## config.mk

```make
export PLATFORM = sky130hd
export DESIGN_NAME = rob_commit_ctrl_flat
export DESIGN_NICKNAME = d
export VERILOG_FILES = /design/src/rtl/rob_commit_ctrl_pkg.sv /design/src/rtl/rob_commit_ctrl_if.sv /design/src/rtl/rob_commit_ctrl_entry_array.sv /design/src/rtl/rob_commit_ctrl.sv /design/src/flat_wrapper.sv
export SDC_FILE = /design/constraint.sdc
export NUM_CORES = 2
export LEC_CHECK = 0
export BUFFER_PORTS_ARGS = -buffer_cell sky130_fd_sc_hd__buf_2
export CORE_ASPECT_RATIO = 0.75
export CORE_UTILIZATION = 61
export DETAILED_ROUTE_END_ITERATION = 10
export PLACE_DENSITY = 0.8
export RECOVER_POWER = 100
export SLEW_MARGIN = 20
export SYNTH_ARGS = -nofsm -noshare
export SYNTH_HDL_FRONTEND = slang
export SYNTH_SLANG_ARGS = --single-unit
```

## constraint.sdc

```tcl
create_clock -name clk -period 20.4 [get_ports clk]
set_input_delay 0 -clock clk [delete_from_list [all_inputs] [get_ports clk]]
set_output_delay 0 -clock clk [all_outputs]
set_load 0.05 [all_outputs]
```

## src/rtl/rob_commit_ctrl_pkg.sv

```systemverilog
// Shared ROB sizing constants, entry layout and tag/slot helpers.
// Tags are slot+1 so that tag 0 can mean "no producer".
package rob_commit_ctrl_pkg;

  localparam int unsigned ROB_SZ_LOG = 3;
  localparam int unsigned ROB_SZ     = 1 << ROB_SZ_LOG;
  localparam int unsigned REG_SZ_LOG = 5;
  localparam int unsigned TAG_W      = ROB_SZ_LOG + 1;

  typedef logic [TAG_W-1:0]      tag_t;
  typedef logic [ROB_SZ_LOG-1:0] slot_t;
  typedef logic [REG_SZ_LOG-1:0] reg_t;

  localparam tag_t TAG_NONE = '0;

  typedef struct packed {
    logic rd_hv;
    reg_t rd;
    logic is_br;
    logic pred_taken;
  } alloc_info_t;

  typedef struct packed {
    logic        valid;
    logic        ready;
    alloc_info_t info;
    logic        actual_taken;
    logic [31:0] value;
    logic [31:0] redirect_pc;
  } rob_entry_t;

  function automatic slot_t tag_to_slot(tag_t t);
    return slot_t'(t - tag_t'(1));
  endfunction

  function automatic tag_t slot_to_tag(slot_t s);
    return tag_t'({1'b0, s}) + tag_t'(1);
  endfunction

  // Tags above ROB_SZ would alias onto real slots after truncation.
  function automatic logic tag_in_range(tag_t t);
    return (t != TAG_NONE) && (t <= tag_t'(ROB_SZ));
  endfunction

endpackage

```

## src/rtl/rob_commit_ctrl_if.sv

```systemverilog
// Dispatch / writeback / lookup / commit signal bundle of the ROB controller.
interface rob_commit_ctrl_if;
  import rob_commit_ctrl_pkg::*;

  logic        rdy;
  logic        alloc_valid;
  logic        alloc_rd_hv;
  reg_t        alloc_rd;
  logic        alloc_is_br;
  logic        alloc_pred_taken;
  logic        alloc_ready;
  tag_t        alloc_tag;
  logic        wb_valid;
  tag_t        wb_tag;
  logic [31:0] wb_value;
  logic        wb_br_taken;
  logic [31:0] wb_redirect_pc;
  tag_t        q1_tag;
  tag_t        q2_tag;
  logic        q1_ready;
  logic        q2_ready;
  logic [31:0] q1_value;
  logic [31:0] q2_value;
  logic        run_upd;
  reg_t        commit_rd;
  logic [31:0] res;
  tag_t        head;
  logic        commit_wr;
  logic        flush;
  logic [31:0] flush_pc;

  modport master (
    output rdy, alloc_valid, alloc_rd_hv, alloc_rd, alloc_is_br, alloc_pred_taken,
           wb_valid, wb_tag, wb_value, wb_br_taken, wb_redirect_pc, q1_tag, q2_tag,
    input  alloc_ready, alloc_tag, q1_ready, q2_ready, q1_value, q2_value,
           run_upd, commit_rd, res, head, commit_wr, flush, flush_pc
  );

  modport slave (
    input  rdy, alloc_valid, alloc_rd_hv, alloc_rd, alloc_is_br, alloc_pred_taken,
           wb_valid, wb_tag, wb_value, wb_br_taken, wb_redirect_pc, q1_tag, q2_tag,
    output alloc_ready, alloc_tag, q1_ready, q2_ready, q1_value, q2_value,
           run_upd, commit_rd, res, head, commit_wr, flush, flush_pc
  );

endinterface

```

## src/rtl/rob_commit_ctrl_entry_array.sv

```systemverilog
// ROB entry storage: one alloc write port, one writeback port, a head read
// port and two lookup read ports. All write enables arrive pre-qualified.
module rob_entry_array
  import rob_commit_ctrl_pkg::*;
(
  input  logic        clk,
  input  logic        rst,
  input  logic        alloc_we,
  input  slot_t       alloc_slot,
  input  alloc_info_t alloc_info,
  input  logic        wb_we,
  input  slot_t       wb_slot,
  input  logic [31:0] wb_value,
  input  logic        wb_taken,
  input  logic [31:0] wb_pc,
  input  logic        commit_clr,
  input  slot_t       head_slot,
  input  logic        clear_all,
  input  slot_t       q1_slot,
  input  slot_t       q2_slot,
  output rob_entry_t  head_entry,
  output rob_entry_t  q1_entry,
  output rob_entry_t  q2_entry
);

  rob_entry_t mem [ROB_SZ];

  // Commit invalidation is written last so it wins over a same-edge writeback.
  always_ff @(posedge clk or posedge rst) begin
    if (rst) begin
      for (int unsigned i = 0; i < ROB_SZ; i++) mem[i] <= '0;
    end else if (clear_all) begin
      for (int unsigned i = 0; i < ROB_SZ; i++) mem[i].valid <= 1'b0;
    end else begin
      if (alloc_we) begin
        mem[alloc_slot].valid <= 1'b1;
        mem[alloc_slot].ready <= 1'b0;
        mem[alloc_slot].info  <= alloc_info;
      end
      if (wb_we && mem[wb_slot].valid) begin
        mem[wb_slot].ready        <= 1'b1;
        mem[wb_slot].value        <= wb_value;
        mem[wb_slot].actual_taken <= wb_taken;
        mem[wb_slot].redirect_pc  <= wb_pc;
      end
      if (commit_clr) mem[head_slot].valid <= 1'b0;
    end
  end

  assign head_entry = mem[head_slot];
  assign q1_entry   = mem[q1_slot];
  assign q2_entry   = mem[q2_slot];

endmodule

```

## src/rtl/rob_commit_ctrl.sv

```systemverilog
// In-order ROB controller: tag allocation, writeback capture, one commit per
// cycle, and whole-window flush on a mispredicted branch at commit.
module rob_commit_ctrl
  import rob_commit_ctrl_pkg::*;
(
  input logic               clk,
  input logic               rst,
  rob_commit_ctrl_if.slave  bus
);

  localparam tag_t FULL_CNT = tag_t'(ROB_SZ);

  slot_t       head_ptr;
  slot_t       tail_ptr;
  tag_t        count;
  logic        flush_q;
  logic [31:0] flush_pc_q;

  rob_entry_t  head_e;
  rob_entry_t  q1_e;
  rob_entry_t  q2_e;
  alloc_info_t alloc_info;

  logic alloc_ok;
  logic alloc_fire;
  logic wb_fire;
  logic commit;
  logic mispredict;

  always_comb begin
    alloc_ok   = (count != FULL_CNT) && !flush_q;
    alloc_fire = bus.rdy && bus.alloc_valid && alloc_ok;
    wb_fire    = bus.rdy && bus.wb_valid && !flush_q && tag_in_range(bus.wb_tag);
    commit     = bus.rdy && !flush_q && head_e.valid && head_e.ready;
    mispredict = commit && head_e.info.is_br &&
                 (head_e.info.pred_taken != head_e.actual_taken);
    alloc_info = '{rd_hv: bus.alloc_rd_hv, rd: bus.alloc_rd,
                   is_br: bus.alloc_is_br, pred_taken: bus.alloc_pred_taken};
  end

  // Same-edge alloc/writeback are dropped on mispredict via clear_all priority.
  rob_entry_array u_entries (
    .clk        (clk),
    .rst        (rst),
    .alloc_we   (alloc_fire),
    .alloc_slot (tail_ptr),
    .alloc_info (alloc_info),
    .wb_we      (wb_fire),
    .wb_slot    (tag_to_slot(bus.wb_tag)),
    .wb_value   (bus.wb_value),
    .wb_taken   (bus.wb_br_taken),
    .wb_pc      (bus.wb_redirect_pc),
    .commit_clr (commit),
    .head_slot  (head_ptr),
    .clear_all  (mispredict),
    .q1_slot    (tag_to_slot(bus.q1_tag)),
    .q2_slot    (tag_to_slot(bus.q2_tag)),
    .head_entry (head_e),
    .q1_entry   (q1_e),
    .q2_entry   (q2_e)
  );

  always_ff @(posedge clk or posedge rst) begin
    if (rst) begin
      head_ptr   <= '0;
      tail_ptr   <= '0;
      count      <= '0;
      flush_q    <= 1'b0;
      flush_pc_q <= '0;
    end else if (bus.rdy) begin
      if (mispredict) begin
        head_ptr   <= '0;
        tail_ptr   <= '0;
        count      <= '0;
        flush_q    <= 1'b1;
        flush_pc_q <= head_e.redirect_pc;
      end else begin
        flush_q <= 1'b0;
        if (alloc_fire) tail_ptr <= tail_ptr + slot_t'(1);
        if (commit)     head_ptr <= head_ptr + slot_t'(1);
        case ({alloc_fire, commit})
          2'b10:   count <= count + tag_t'(1);
          2'b01:   count <= count - tag_t'(1);
          default: count <= count;
        endcase
      end
    end
  end

  assign bus.alloc_ready = alloc_ok;
  assign bus.alloc_tag   = slot_to_tag(tail_ptr);
  assign bus.run_upd     = commit;
  assign bus.commit_rd   = commit ? head_e.info.rd : '0;
  assign bus.res         = commit ? head_e.value : '0;
  assign bus.head        = slot_to_tag(head_ptr);
  assign bus.commit_wr   = commit && head_e.info.rd_hv;
  assign bus.flush       = flush_q;
  assign bus.flush_pc    = flush_pc_q;
  assign bus.q1_ready    = tag_in_range(bus.q1_tag) && q1_e.valid && q1_e.ready;
  assign bus.q2_ready    = tag_in_range(bus.q2_tag) && q2_e.valid && q2_e.ready;
  assign bus.q1_value    = bus.q1_ready ? q1_e.value : '0;
  assign bus.q2_value    = bus.q2_ready ? q2_e.value : '0;

endmodule

```

## src/flat_wrapper.sv

```systemverilog
// flat-port wrapper written by rule: the top's interface ports become plain ports
module rob_commit_ctrl_flat import rob_commit_ctrl_pkg::*;
  (clk, rst, bus_rdy, bus_alloc_valid, bus_alloc_rd_hv, bus_alloc_rd, bus_alloc_is_br, bus_alloc_pred_taken, bus_wb_valid, bus_wb_tag, bus_wb_value, bus_wb_br_taken, bus_wb_redirect_pc, bus_q1_tag, bus_q2_tag, bus_alloc_ready, bus_alloc_tag, bus_q1_ready, bus_q2_ready, bus_q1_value, bus_q2_value, bus_run_upd, bus_commit_rd, bus_res, bus_head, bus_commit_wr, bus_flush, bus_flush_pc);
  rob_commit_ctrl_if bus_i ();
  input logic clk;
  input logic rst;
  input wire logic [$bits(bus_i.rdy)-1:0] bus_rdy;
  input wire logic [$bits(bus_i.alloc_valid)-1:0] bus_alloc_valid;
  input wire logic [$bits(bus_i.alloc_rd_hv)-1:0] bus_alloc_rd_hv;
  input wire logic [$bits(bus_i.alloc_rd)-1:0] bus_alloc_rd;
  input wire logic [$bits(bus_i.alloc_is_br)-1:0] bus_alloc_is_br;
  input wire logic [$bits(bus_i.alloc_pred_taken)-1:0] bus_alloc_pred_taken;
  input wire logic [$bits(bus_i.wb_valid)-1:0] bus_wb_valid;
  input wire logic [$bits(bus_i.wb_tag)-1:0] bus_wb_tag;
  input wire logic [$bits(bus_i.wb_value)-1:0] bus_wb_value;
  input wire logic [$bits(bus_i.wb_br_taken)-1:0] bus_wb_br_taken;
  input wire logic [$bits(bus_i.wb_redirect_pc)-1:0] bus_wb_redirect_pc;
  input wire logic [$bits(bus_i.q1_tag)-1:0] bus_q1_tag;
  input wire logic [$bits(bus_i.q2_tag)-1:0] bus_q2_tag;
  output wire logic [$bits(bus_i.alloc_ready)-1:0] bus_alloc_ready;
  output wire logic [$bits(bus_i.alloc_tag)-1:0] bus_alloc_tag;
  output wire logic [$bits(bus_i.q1_ready)-1:0] bus_q1_ready;
  output wire logic [$bits(bus_i.q2_ready)-1:0] bus_q2_ready;
  output wire logic [$bits(bus_i.q1_value)-1:0] bus_q1_value;
  output wire logic [$bits(bus_i.q2_value)-1:0] bus_q2_value;
  output wire logic [$bits(bus_i.run_upd)-1:0] bus_run_upd;
  output wire logic [$bits(bus_i.commit_rd)-1:0] bus_commit_rd;
  output wire logic [$bits(bus_i.res)-1:0] bus_res;
  output wire logic [$bits(bus_i.head)-1:0] bus_head;
  output wire logic [$bits(bus_i.commit_wr)-1:0] bus_commit_wr;
  output wire logic [$bits(bus_i.flush)-1:0] bus_flush;
  output wire logic [$bits(bus_i.flush_pc)-1:0] bus_flush_pc;
  assign bus_i.rdy = bus_rdy;
  assign bus_i.alloc_valid = bus_alloc_valid;
  assign bus_i.alloc_rd_hv = bus_alloc_rd_hv;
  assign bus_i.alloc_rd = bus_alloc_rd;
  assign bus_i.alloc_is_br = bus_alloc_is_br;
  assign bus_i.alloc_pred_taken = bus_alloc_pred_taken;
  assign bus_i.wb_valid = bus_wb_valid;
  assign bus_i.wb_tag = bus_wb_tag;
  assign bus_i.wb_value = bus_wb_value;
  assign bus_i.wb_br_taken = bus_wb_br_taken;
  assign bus_i.wb_redirect_pc = bus_wb_redirect_pc;
  assign bus_i.q1_tag = bus_q1_tag;
  assign bus_i.q2_tag = bus_q2_tag;
  assign bus_alloc_ready = bus_i.alloc_ready;
  assign bus_alloc_tag = bus_i.alloc_tag;
  assign bus_q1_ready = bus_i.q1_ready;
  assign bus_q2_ready = bus_i.q2_ready;
  assign bus_q1_value = bus_i.q1_value;
  assign bus_q2_value = bus_i.q2_value;
  assign bus_run_upd = bus_i.run_upd;
  assign bus_commit_rd = bus_i.commit_rd;
  assign bus_res = bus_i.res;
  assign bus_head = bus_i.head;
  assign bus_commit_wr = bus_i.commit_wr;
  assign bus_flush = bus_i.flush;
  assign bus_flush_pc = bus_i.flush_pc;
  rob_commit_ctrl u_core (.clk(clk), .rst(rst), .bus(bus_i));
endmodule
```

==> run_results.csv <==
group,metric,value,unit
logic_synthesis,synth_cell_types,61,
power_and_ir_drop,power.static_leakage,0.0158,uW
timing,worst_pin_slew,6.21,ns
floorplan,num_rows,72,
logic_synthesis,yosys_warnings,0,
logic_synthesis,synth-main-ff-cell,"dfrtp_1",
worst_setup_path,critPathArrivalTime,10.75,ns
clocking,clk_pin_slew_worst_paths,0.06,ns
worst_setup_path,crit-reg2reg-launch,"u_core.head_ptr[0]",
floorplan,start_util,62.3,%
logic_synthesis,netlist_area,32500,um2
worst_setup_path,worst-r2r-setup-slack,10.28,ns
timing,drv_slew,1547,
clocking,cts_buffer_depth,3,
floorplan,die_x,268,um
timing,fin_crit,10.97,ns
job,cap_viol_max_count,41,
timing,tns,0,ns
timing,skew,0.0225,ns
logic_synthesis,synth_top_area_cell,"dfrtp_1",
detailed_routing,drtIter0Drc,4191,
clocking,numCtsBuffers,60,
clocking,cts_max_level,2,
clocking,cts-resized-gates,0,
global_routing,grtUsageTotal,39.5,%
placement,placed_cells,3280,
cells_and_area,num-fill-cells,3576,
worst_setup_path,required,20.18,ns
cells_and_area,layout.nets,2821,
detailed_routing,wl_per_cell,30.5,um
logic_synthesis,synth_seq_cells,643,
global_routing,grt_antenna_before_repair,5,
clocking,clock-root-buffer,"clkbuf_16",
worst_setup_path,crit_type,"primary input to async pin",
clocking,clock_latency,0.65,ns
global_routing,grt_pass1_wl,161,mm
cells_and_area,finalNonFillerCells,3477,
detailed_routing,vias,26000,
detailed_routing,viasPerCell,7.48,
detailed_routing,dr.pass1.iters,11,
cells_and_area,finish.utilization,70.3,%
clocking,cts_tree,"built",
clocking,cts_setup_buffers,0,
floorplan,die_h,202,um
global_routing,grt_pass1_vias,26600,
power_and_ir_drop,ir_worst_vdd,0.104,mV
timing,max_freq,91.2,MHz
logic_synthesis,synth_top_area_share,49.6,%
timing,rsz0062_at_grt,"no",
cells_and_area,areaGrowthSynthToFinish,12.7,%
placement,dp_slack,15.31,ns
logic_synthesis,async_flop_share,100,%
worst_setup_path,reg2reg_depth,9,
global_routing,gr-total-overflow,0,
detailed_routing,ant_nets,0,
detailed_routing,drt-total-wl,106,mm
timing,timing.final.ws_setup,9.43,ns
logic_synthesis,synth_edf_count,0,
detailed_routing,drc,1,
cells_and_area,layout_common_cells,"dfrtp_1, mux2_2, o2bb2ai_1",
outcome,status,"finished, violations left",
timing,setup_viol,0,
logic_synthesis,yosys-top-cells-area,"dfrtp_1, mux4_2, mux2_2",
timing,maxSlewHeadroom,-314,%
worst_setup_path,crit_fanout,140,
logic_synthesis,syn_area_per_cell,13.0,um2
placement,port-buffer-count,236,
cells_and_area,layout_commonest_cell,"dfrtp_1",
placement,place_congestion,0.937,
power_and_ir_drop,p_per_area,137,nW/um2
timing,min_period_over_period,53.8,%
logic_synthesis,synth_nets,2601,
hold_path,min_path_type,"primary input to flip-flop",
outcome,violations,"design-rule violations, max-capacitance violations, max-slew violations",
floorplan,core,52100,um2
logic_synthesis,ys_seq_area_share,49.6,%
worst_setup_path,crit_start,"rst",
clocking,cts.sinks,643,
timing,final_hold_viol_count,0,
floorplan,die-area,54200,um2
cells_and_area,layout-drive-gt1-share,25.7,%
worst_setup_path,r2r_end,"u_core.u_entries.mem[373]",
floorplan,ioPinCount,237,
logic_synthesis,synthCells,2500,
worst_setup_path,startpoint_type,"primary input",
global_routing,grt_max_degree,141,
clocking,cts-hold-fix-buffers,76,
placement,dp_hpwl,60.9,mm
worst_setup_path,end_kind,"async pin",
==> worst min-delay path by stage <==
stage	from	end	slack, ns	cells past startpoint
floorplan	bus_rdy	u_core.bus.flush	0.11	1
detailed placement	bus_rdy	u_core.bus.flush	0.25	2
finish	bus_wb_tag[3]	u_core.u_entries.mem[523]	0.05	4
global route	bus_wb_tag[3]	u_core.u_entries.mem[523]	0.06	4
CTS	bus_wb_tag[3]	flip-flop	0.07	5
global placement	bus_rdy	u_core.bus.flush	0.23	2
==> critical path, cell delays in order <==
cell           delay (ns)
dlygate4sd3_1        0.53
buf_2                0.12
clkinvlp_2           3.38
clkbuf_1             1.60
clkbuf_1             1.81
clkbuf_1             3.04
==> layout make-up <==
cell class	instances	area [um2]	area share (%)
diodes	4	10.0	0.0274
clock buffers	91	1830	5.00
clock inverters	21	254	0.694
inverters	19	72.6	0.198
multi-input cells	1618	15300	41.8
flip-flops and latches	643	16100	44.0
well taps	703	880	2.40
repair buffers	378	2150	5.88
==> cells by family (layout without fill, tap and decap cells) <==
| group | count (synthesis) | in the layout | synth area share (%) |
|---|---|---|---|
| fa+ha+maj | 11 | 11 | 0.424 |
| simple gates | 377 | 377 | 5.40 |
| buf+inv | 239 | 509 | 3.27 |
| compound gates | 630 | 630 | 15.2 |
| other cells | 0 | 4 | 0 |
| flops | 643 | 643 | 49.6 |
| xor+xnor | 15 | 15 | 0.405 |
| mux | 585 | 585 | 25.7 |
==> where the power goes <==
part / internal (uW) / total [uW] / switching, uW
clock: 671 / 1190 / 516
sequential: 1640 / 1970 / 328
combinational: 755 / 1860 / 1100
total: 3070 / 5020 / 1950
==> layer usage <==
metal	vias to the layer above	part of all wire, %	GRT usage, %	routed length, um
met5	-	0.16	0	168
met4	8	4.6	17.8	4940
met3	479	14	13.5	15000
met2	2271	44	57.3	47200
met1	13100	37	54.1	38900
li1	10100	-	-	-
==> cells in the mapped netlist, drive strengths merged, types with 6 or more instances <==
library cell	n
mux2	406
a211oi	7
a22oi	38
a21bo	6
mux4	158
nor3	12
o21ai	27
nand2	189
ha	11
o22ai	75
a21oi	85
a22o	13
nor2	47
a221oi	43
nand2b	70
o22a	14
clkbuf	97
mux2i	21
nand3	15
nor4	21
buf	123
xor2	10
o211ai	12
dfrtp	643
o2bb2ai	260
o221ai	32
inv	19
==> metrics by stage <==
stage          hold slack (ns)  instance area [um2]  total power [uW]
6_report                0.0534                36600              5020
5_1_grt                 0.0617                36600              5180
4_1_cts                 0.0666                37000              4990
3_5_place_dp             0.249                34200              3790
3_3_place_gp             0.232                34200              3700
2_1_floorplan            0.108                32500              3220
No activity file was read; power rests on OpenSTA's default activity.
